<file path="config.mk">
export PLATFORM = sky130hd
export DESIGN_NAME = mem_access_ctrl
export DESIGN_NICKNAME = d
export VERILOG_FILES = /design/src/rtl/mem_access_pkg.sv /design/src/rtl/mem_lane_align.sv /design/src/rtl/mem_access_ctrl.sv
export SDC_FILE = /design/constraint.sdc
export NUM_CORES = 1
export LEC_CHECK = 0
export ABC_AREA = 1
export CORE_ASPECT_RATIO = 1.4
export CORE_MARGIN = 2
export CORE_UTILIZATION = 48
export DETAILED_ROUTE_END_ITERATION = 6
export PLACE_DENSITY = 0.91
export SLEW_MARGIN = 10
export SYNTH_ARGS = -nofsm -noshare
export SYNTH_HDL_FRONTEND = slang
export SYNTH_SLANG_ARGS = --single-unit
export TNS_END_PERCENT = 20
</file>
<file path="constraint.sdc">
create_clock -name clk -period 2.05 [get_ports clk]
set_clock_uncertainty 0.15 [all_clocks]
set_input_delay 0.5125 -clock clk [delete_from_list [all_inputs] [get_ports clk]]
set_output_delay 0.5125 -clock clk [all_outputs]
set_load 0.1 [all_outputs]
</file>
<file path="src/rtl/mem_access_pkg.sv">
// Shared types and lane helpers for the data-memory access controller.
// Size codes follow the request encoding; code 3 is reserved and always rejected.
package mem_access_pkg;

    typedef enum logic [2:0] {
        ST_IDLE,
        ST_RD_STROBE,
        ST_RD_WAIT,
        ST_WR_STROBE,
        ST_RESP
    } state_t;

    localparam logic [1:0] SZ_BYTE = 2'd0;
    localparam logic [1:0] SZ_HALF = 2'd1;
    localparam logic [1:0] SZ_WORD = 2'd2;

    typedef struct packed {
        logic        write;
        logic [1:0]  size;
        logic        sgn;
        logic [31:0] addr;
        logic [31:0] wdata;
    } req_t;

    // Pull the addressed byte/halfword out of a word and extend it.
    function automatic logic [31:0] lane_extract(input logic [31:0] word, input logic [1:0] size,
                                                 input logic [1:0] off, input logic sgn);
        logic [7:0]  b;
        logic [15:0] h;
        b = 8'(word >> {off, 3'b000});
        h = 16'(word >> {off[1], 4'b0000});
        case (size)
            SZ_BYTE: return {{24{sgn & b[7]}}, b};
            SZ_HALF: return {{16{sgn & h[15]}}, h};
            default: return word;
        endcase
    endfunction

    // Replace the addressed lane of a word with right-aligned store data.
    function automatic logic [31:0] lane_merge(input logic [31:0] word, input logic [31:0] wdata,
                                               input logic [1:0] size, input logic [1:0] off);
        logic [31:0] mask;
        logic [31:0] ins;
        case (size)
            SZ_BYTE: begin
                mask = 32'h0000_00FF << {off, 3'b000};
                ins  = {24'h0, wdata[7:0]} << {off, 3'b000};
            end
            SZ_HALF: begin
                mask = 32'h0000_FFFF << {off[1], 4'b0000};
                ins  = {16'h0, wdata[15:0]} << {off[1], 4'b0000};
            end
            default: begin
                mask = '1;
                ins  = wdata;
            end
        endcase
        return (word & ~mask) | ins;
    endfunction

endpackage

</file>
<file path="src/rtl/mem_lane_align.sv">
// Combinational lane steering: load extraction/extension and sub-word store merge.
module mem_lane_align
    import mem_access_pkg::*;
(
    input  logic [1:0]  size,
    input  logic        sgn,
    input  logic [1:0]  offset,
    input  logic [31:0] rdata,
    input  logic [31:0] wdata,
    output logic [31:0] load_data,
    output logic [31:0] merged
);

    assign load_data = lane_extract(rdata, size, offset, sgn);
    assign merged    = lane_merge(rdata, wdata, size, offset);

endmodule

</file>
<file path="src/rtl/mem_access_ctrl.sv">
// Load/store initiator for a word-organised data memory without byte enables.
// Build option MEM_ACCESS_CTRL_MISALIGN_TRAP_EN traps misaligned accesses instead of aligning them.
module mem_access_ctrl
    import mem_access_pkg::*;
#(
    parameter int MEM_WORDS = 1024,
    parameter int READ_LAT  = 1
) (
    input  logic        clk,
    input  logic        rst,
    input  logic        reqValid,
    output logic        reqReady,
    input  logic        reqWrite,
    input  logic [1:0]  reqSize,
    input  logic        reqSigned,
    input  logic [31:0] reqAddr,
    input  logic [31:0] reqWdata,
    output logic        respValid,
    output logic [31:0] respRdata,
    output logic        respErr,
    output logic [31:0] memAddress,
    output logic [31:0] memWriteData,
    output logic        memRead,
    output logic        memWrite,
    input  logic [31:0] memReadData
);

    localparam logic [2:0] LAST_WAIT = 3'(READ_LAT - 1);

    state_t      state;
    req_t        req_q;
    logic [2:0]  wait_cnt;
    logic [31:0] wr_word;
    logic [31:0] addr_aln;
    logic        misalign_err;
    logic        illegal;
    logic        last_wait;
    logic [31:0] load_data;
    logic [31:0] merged;

    always_comb begin
        addr_aln = reqAddr;
        case (reqSize)
            SZ_HALF: addr_aln[0]   = 1'b0;
            SZ_WORD: addr_aln[1:0] = 2'b00;
            default: ;
        endcase
    end

`ifdef MEM_ACCESS_CTRL_MISALIGN_TRAP_EN
    assign misalign_err = (reqSize == SZ_HALF && reqAddr[0]) ||
                          (reqSize == SZ_WORD && reqAddr[1:0] != 2'b00);
`else
    assign misalign_err = 1'b0;
`endif

    assign illegal   = (reqSize == 2'd3) || ({2'b00, addr_aln[31:2]} >= 32'(MEM_WORDS)) || misalign_err;
    assign reqReady  = (state == ST_IDLE);
    assign last_wait = (state == ST_RD_WAIT) && (wait_cnt == LAST_WAIT);

    // Address and write data look ahead one cycle so they are already settled
    // in the cycle before each strobe rises.
    assign memAddress = (state == ST_IDLE && reqValid) ? {2'b00, addr_aln[31:2]}
                                                       : {2'b00, req_q.addr[31:2]};
    always_comb begin
        memWriteData = wr_word;
        if (state == ST_IDLE && reqValid) memWriteData = reqWdata;
        else if (last_wait)               memWriteData = merged;
    end

    mem_lane_align u_align (
        .size      (req_q.size),
        .sgn       (req_q.sgn),
        .offset    (req_q.addr[1:0]),
        .rdata     (memReadData),
        .wdata     (req_q.wdata),
        .load_data (load_data),
        .merged    (merged)
    );

    always_ff @(posedge clk) begin
        if (rst) begin
            state     <= ST_IDLE;
            req_q     <= '0;
            wait_cnt  <= '0;
            wr_word   <= '0;
            memRead   <= 1'b0;
            memWrite  <= 1'b0;
            respValid <= 1'b0;
            respErr   <= 1'b0;
            respRdata <= '0;
        end else begin
            memRead   <= 1'b0;
            memWrite  <= 1'b0;
            respValid <= 1'b0;
            respErr   <= 1'b0;
            respRdata <= '0;
            case (state)
                ST_IDLE: if (reqValid) begin
                    req_q <= '{write: reqWrite, size: reqSize, sgn: reqSigned,
                               addr: addr_aln, wdata: reqWdata};
                    wr_word <= reqWdata;
                    if (illegal) begin
                        state     <= ST_RESP;
                        respValid <= 1'b1;
                        respErr   <= 1'b1;
                    end else if (reqWrite && reqSize == SZ_WORD) begin
                        state    <= ST_WR_STROBE;
                        memWrite <= 1'b1;
                    end else begin
                        state   <= ST_RD_STROBE;
                        memRead <= 1'b1;
                    end
                end
                ST_RD_STROBE: begin
                    state    <= ST_RD_WAIT;
                    wait_cnt <= '0;
                end
                ST_RD_WAIT: begin
                    if (wait_cnt == LAST_WAIT) begin
                        if (req_q.write) begin
                            state    <= ST_WR_STROBE;
                            memWrite <= 1'b1;
                            wr_word  <= merged;
                        end else begin
                            state     <= ST_RESP;
                            respValid <= 1'b1;
                            respRdata <= load_data;
                        end
                    end else begin
                        wait_cnt <= wait_cnt + 3'd1;
                    end
                end
                ST_WR_STROBE: begin
                    state     <= ST_RESP;
                    respValid <= 1'b1;
                end
                default: state <= ST_IDLE;
            endcase
        end
    end

endmodule

</file>
==> results of run 1 <==
metal layers:
| layer | GRT overflow | GRT usage |
|---|---|---|
| met1 | 0 | 0.7438 |
| met2 | 59 | 0.9500 |
| met3 | 3 | 0.5976 |
| met4 | 44 | 0.8340 |
| met5 | 0 | 0.1169 |
logic make-up after synthesis:
logic type,Yosys count,share of synthesized area
other cells,1,0.0005188
simple gates,441,0.2749
fa+ha+maj,4,0.006924
compound gates,296,0.2212
buf+inv,183,0.1032
flops,142,0.3933
stage by stage:
step	hold WS, ns	std cells	cell area [µm²]	utilization	setup TNS [ns]
CTS	0.2647	1609	13390	0.9014	-35.66
global placement	0.3001	1567	12290	0.8277	-37.24
detailed placement	0.3048	1567	12290	0.8277	-46.47
floorplan	0.2956	1068	7940	-	-41.51
repair_timing:
item / 4_1_cts
pin swaps: 26
hold buffers: 0
cloned: 2
setup buffers: 9
setup endpoints to repair: 95
gates resized for setup: 140
==> results.yml, run 1 <==
clock_tree:
  clock_sink_count: 142
  clock_tree.buffer_depth: 2
  cts_made_buffers: 17
  cts_root_buffer: "clkbuf_16"
  cts.htree.levels: 4
floorplan:
  die_width_um: 107.7
  die-height_um: 149.2
  num_rows: 53
  io-pin-count: 204
  floorplan.initialDensity: 0.4866
yosys:
  synthesis.yosys.warnings: 0
  synth_top_cells_by_area: "dfxtp_1 (39%), nand2_1 (13%), a21oi_1 (9.8%)"
  seq_area_frac_synth: 0.3933
  synth-seq-cells: 142
  post-synth-top-area-fraction: 0.3933
  synthTopCellsByCount: "nand2_1 (258), dfxtp_1 (142), a21oi_1 (141), inv_1 (108), o21ai_0 (80)"
  ys_async_sr_fraction: 0
  ys_types: 31
  synthFlopType: "dfxtp_1"
  synth.largest_area_cell: "dfxtp_1"
  most_common_cell_in_the_netlist: "nand2_1"
  synthesis.instances: 1067
  number_of_synthesized_flops_with_an_enable_pin: 0
  synth.avg_cell_area_um2: 6.774
  syn_area_um2: 7228
status:
  outcome: "did not finish"
  stop_error: "[ERROR GRT-0232] Routing congestion too high. Check the congestion heatmap in the GUI."
  failed_stage: "global routing"
placed_design:
  globalplace.congestion: 1.016
  preCtsSetupSlack_ns: -0.6146
  buffer_ports.inserted: 201
  dp.final_hpwl_mm: 23.01
timing:
  postGrtWorstEndpoint: "memWriteData[6]"
  timing.worst_endpoint.kind: "primary output"
grt:
  grt_use_total: 0.7683
  grt_start_max_net_pins: 70
  globalRouteOverflowTotal: 106
==> run 2, diff against run 1 <==
Settings changed: CORE_ASPECT_RATIO 1.4 to default, CORE_UTILIZATION 48 to 35, PLACE_DENSITY 0.91 to default, PLACE_DENSITY_LB_ADDON from default to 0.15.
==> run 2 against run 1 <==
Against the previous run: the flow now finishes, with violations (negative setup slack); synthesized area is the same; synthesized cell count stayed put.
==> results.yml, run 2 <==
status:
  outcome: "finished, violations left"
  violations: "negative setup slack"
route:
  detail-route-antenna-nets: 0
  detail_route.iter0.violations: 627
  avgViaCountPerCell: 5.033
  dr.pass1.iters: 5
  routed_wl_mm: 27.52
  drt-wirelength-per-cell_um: 16.43
  post-route-drc-count: 0
  num_vias: 8430
layout:
  post_route_cells_drive_above_1_share: 0.3772
  final_nets: 1500
  layout_top_registers: "req_q (68), respRdata (32), wr_word (32)"
  fillerInstances: 1674
  mostFrequentLayoutCell: "nand2_1"
  most-common-layout-cells: "nand2_1 (237), buf_4 (146), dfxtp_1 (134), buf_12 (114), a21oi_1 (110)"
  register_ranked_first_by_flip_flop_count: "req_q"
  ff_latch_area_um2: 2858
  flow.area_growth_from_synthesis_pct: 84.68
  largest_register_ff_count: 68
  total_area_of_multi_input_combinational_cells_um2: 4608
  finish.utilization: 0.6597
  diodes: 0
grt:
  first_global_vias: 8173
  globalRouteOverflowTotal: 0
  grt.busiest_layer: "met2"
  grt_use_total: 0.2518
  grt_first_pass_wirelength_mm: 43.41
  grt_start_max_net_pins: 73
  grt_use_met2: 0.3923
  globalRouteMet3Util: 0.03920
  number_of_antenna_violations_at_the_first_check_in_global_routing: 0
  gr-usage-met1: 0.3594
timing:
  finalWorstPathRequiredPeriod_ns: 2.658
  rsz0062_at_grt: "yes"
  setup_ws_ns: -0.6078
  final.period_utilization: 1.296
  hold_ws_ns: 0.3180
  hold_viol: 0
  max_clock_freq_ghz: 0.3763
  final_max_slew_viol_count: 0
  finalSetupViolations: 62
worst_setup_path:
  crit_fanout: 8
  worst_reg_to_reg_path_cell_count: 9
  worstSetupEndpointType: "output port"
  criticalPathCategory: "flip-flop to output port"
  critPathLaunchType: "flip-flop"
  required_time_worst_endpoint_ns: 1.39
  cp_data_arrival_time_ns: 2.00
  crit-reg2reg-capture: "respRdata[3]"
  worst_r2r_startpoint: "wait_cnt[0]"
  worst-r2r-setup-slack_ns: 0.11
power:
  vdd.ir_drop.worst_v: 0.0005817
  static-leakage-power_uw: 0.005858
  totalPowerFinal_uw: 9906
  powerDensity_nw_per_um2: 742.0
clock_tree:
  tritoncts: "yes"
  clock_tree.buffer_depth: 2
  clock_sink_count: 142
  clk_pin_slew_worst_paths_ns: 0.06
  cts_hold_buf: 0
  cts_made_buffers: 17
  cts_root_buffer: "clkbuf_16"
  clk_latency_ns: 0.43
  cts.htree.levels: 4
yosys:
  ys_types: 31
  number_of_synthesized_flops_with_an_enable_pin: 0
  synth.avg_cell_area_um2: 6.774
  ys_async_sr_fraction: 0
  post-synth-top-area-fraction: 0.3933
  synthesis.instances: 1067
  synthTopCellsByCount: "nand2_1 (258), dfxtp_1 (142), a21oi_1 (141), inv_1 (108), o21ai_0 (80)"
  most_common_cell_in_the_netlist: "nand2_1"
  synthesis.yosys.warnings: 0
  synthFlopType: "dfxtp_1"
  seq_area_frac_synth: 0.3933
  synth.largest_area_cell: "dfxtp_1"
  syn_area_um2: 7228
  synth_top_cells_by_area: "dfxtp_1 (39%), nand2_1 (13%), a21oi_1 (9.8%)"
  synth-seq-cells: 142
placed_design:
  dp.final_hpwl_mm: 20.25
  preCtsSetupSlack_ns: -0.6245
  globalplace.congestion: 0.8960
  buffer_ports.inserted: 201
floorplan:
  die-height_um: 147.7
  die_width_um: 147.7
  num_rows: 52
  floorplan.initialDensity: 0.3572
  area_of_the_core_um2: 20230
  io-pin-count: 204
  fp.dieArea_um2: 21820
hold_path:
  hold_path_class: "flip-flop to flip-flop"
  min_delay_path_depth: 2
  timing.hold.worst_endpoint: "req_q[31]"
  min-delay-start: "req_q[31]"
run:
  max_cap_violations: 0
-- run 2: cell counts after synthesis --
No cell type changed its count.
-- run 2: cell type report --
type | instances | area share
multi-input combinational | 743 | 0.3452
inverter | 118 | 0.03412
sequential | 142 | 0.2141
tap | 270 | 0.02531
clock buffer | 17 | 0.03187
clock inverter | 14 | 0.01012
timing repair buffer | 371 | 0.3393
-- run 2: power by group --
part	switching (µW)	total (µW)	internal, µW
Clock	1310	2990	1680
Sequential	116	3050	2930
Combinational	2340	3870	1530
Total	3760	9910	6140
-- run 2: metal layers --
metal	routed length, µm	part of all wire	vias up
met5	0	0	-
met4	423	0.015	0
met3	1725	0.063	29
met2	12720	0.46	337
met1	12650	0.46	3901
li1	-	-	4163
-- run 2: metrics by stage --
step	instance area (µm²)	setup TNS [ns]	std cells
after CTS	13140	-34.53	1673
final	13350	-33.40	1675
after global placement	12360	-41.72	1639
after detailed placement	12360	-44.39	1639
after floorplan	7940	-41.51	1068
after global routing	13350	-38.57	1675
-- run 2: critical path: stages (launching register included) --
cell and delay (ns):
dfxtp_4 0.40, inv_4 0.06, nand2_4 0.07, nor2_4 0.05
buf_4 0.15, a22oi_1 0.26, nand3_4 0.13, nor2_1 0.20
o21ai_4 0.08, buf_12 0.17
-- run 2: timing repair --
action	in CTS	in global routing
gates resized for setup	80	50
setup endpoints to repair	62	95
hold endpoints to repair	0	0
cloned	1	1
buffers inserted	2	1
pin swaps	16	13
-- run 2: worst max-delay path by stage --
stage                     startpoint                to  depth (start not counted)
after floorplan             state[2]    memAddress[10]                          9
after global placement      reqValid  memWriteData[20]                          6
after detailed placement    reqValid  memWriteData[16]                          6
after CTS                  req_q[66]  memWriteData[26]                          9
after global routing       req_q[66]  memWriteData[23]                         11
final                      req_q[66]  memWriteData[29]                          9
-- run 2: logic make-up after synthesis --
logic type,synth area share
flops,0.3933
other cells,0.0005188
buf+inv,0.1032
simple gates,0.2749
fa+ha+maj,0.006924
compound gates,0.2212
(Power assumes the default switching activity.)
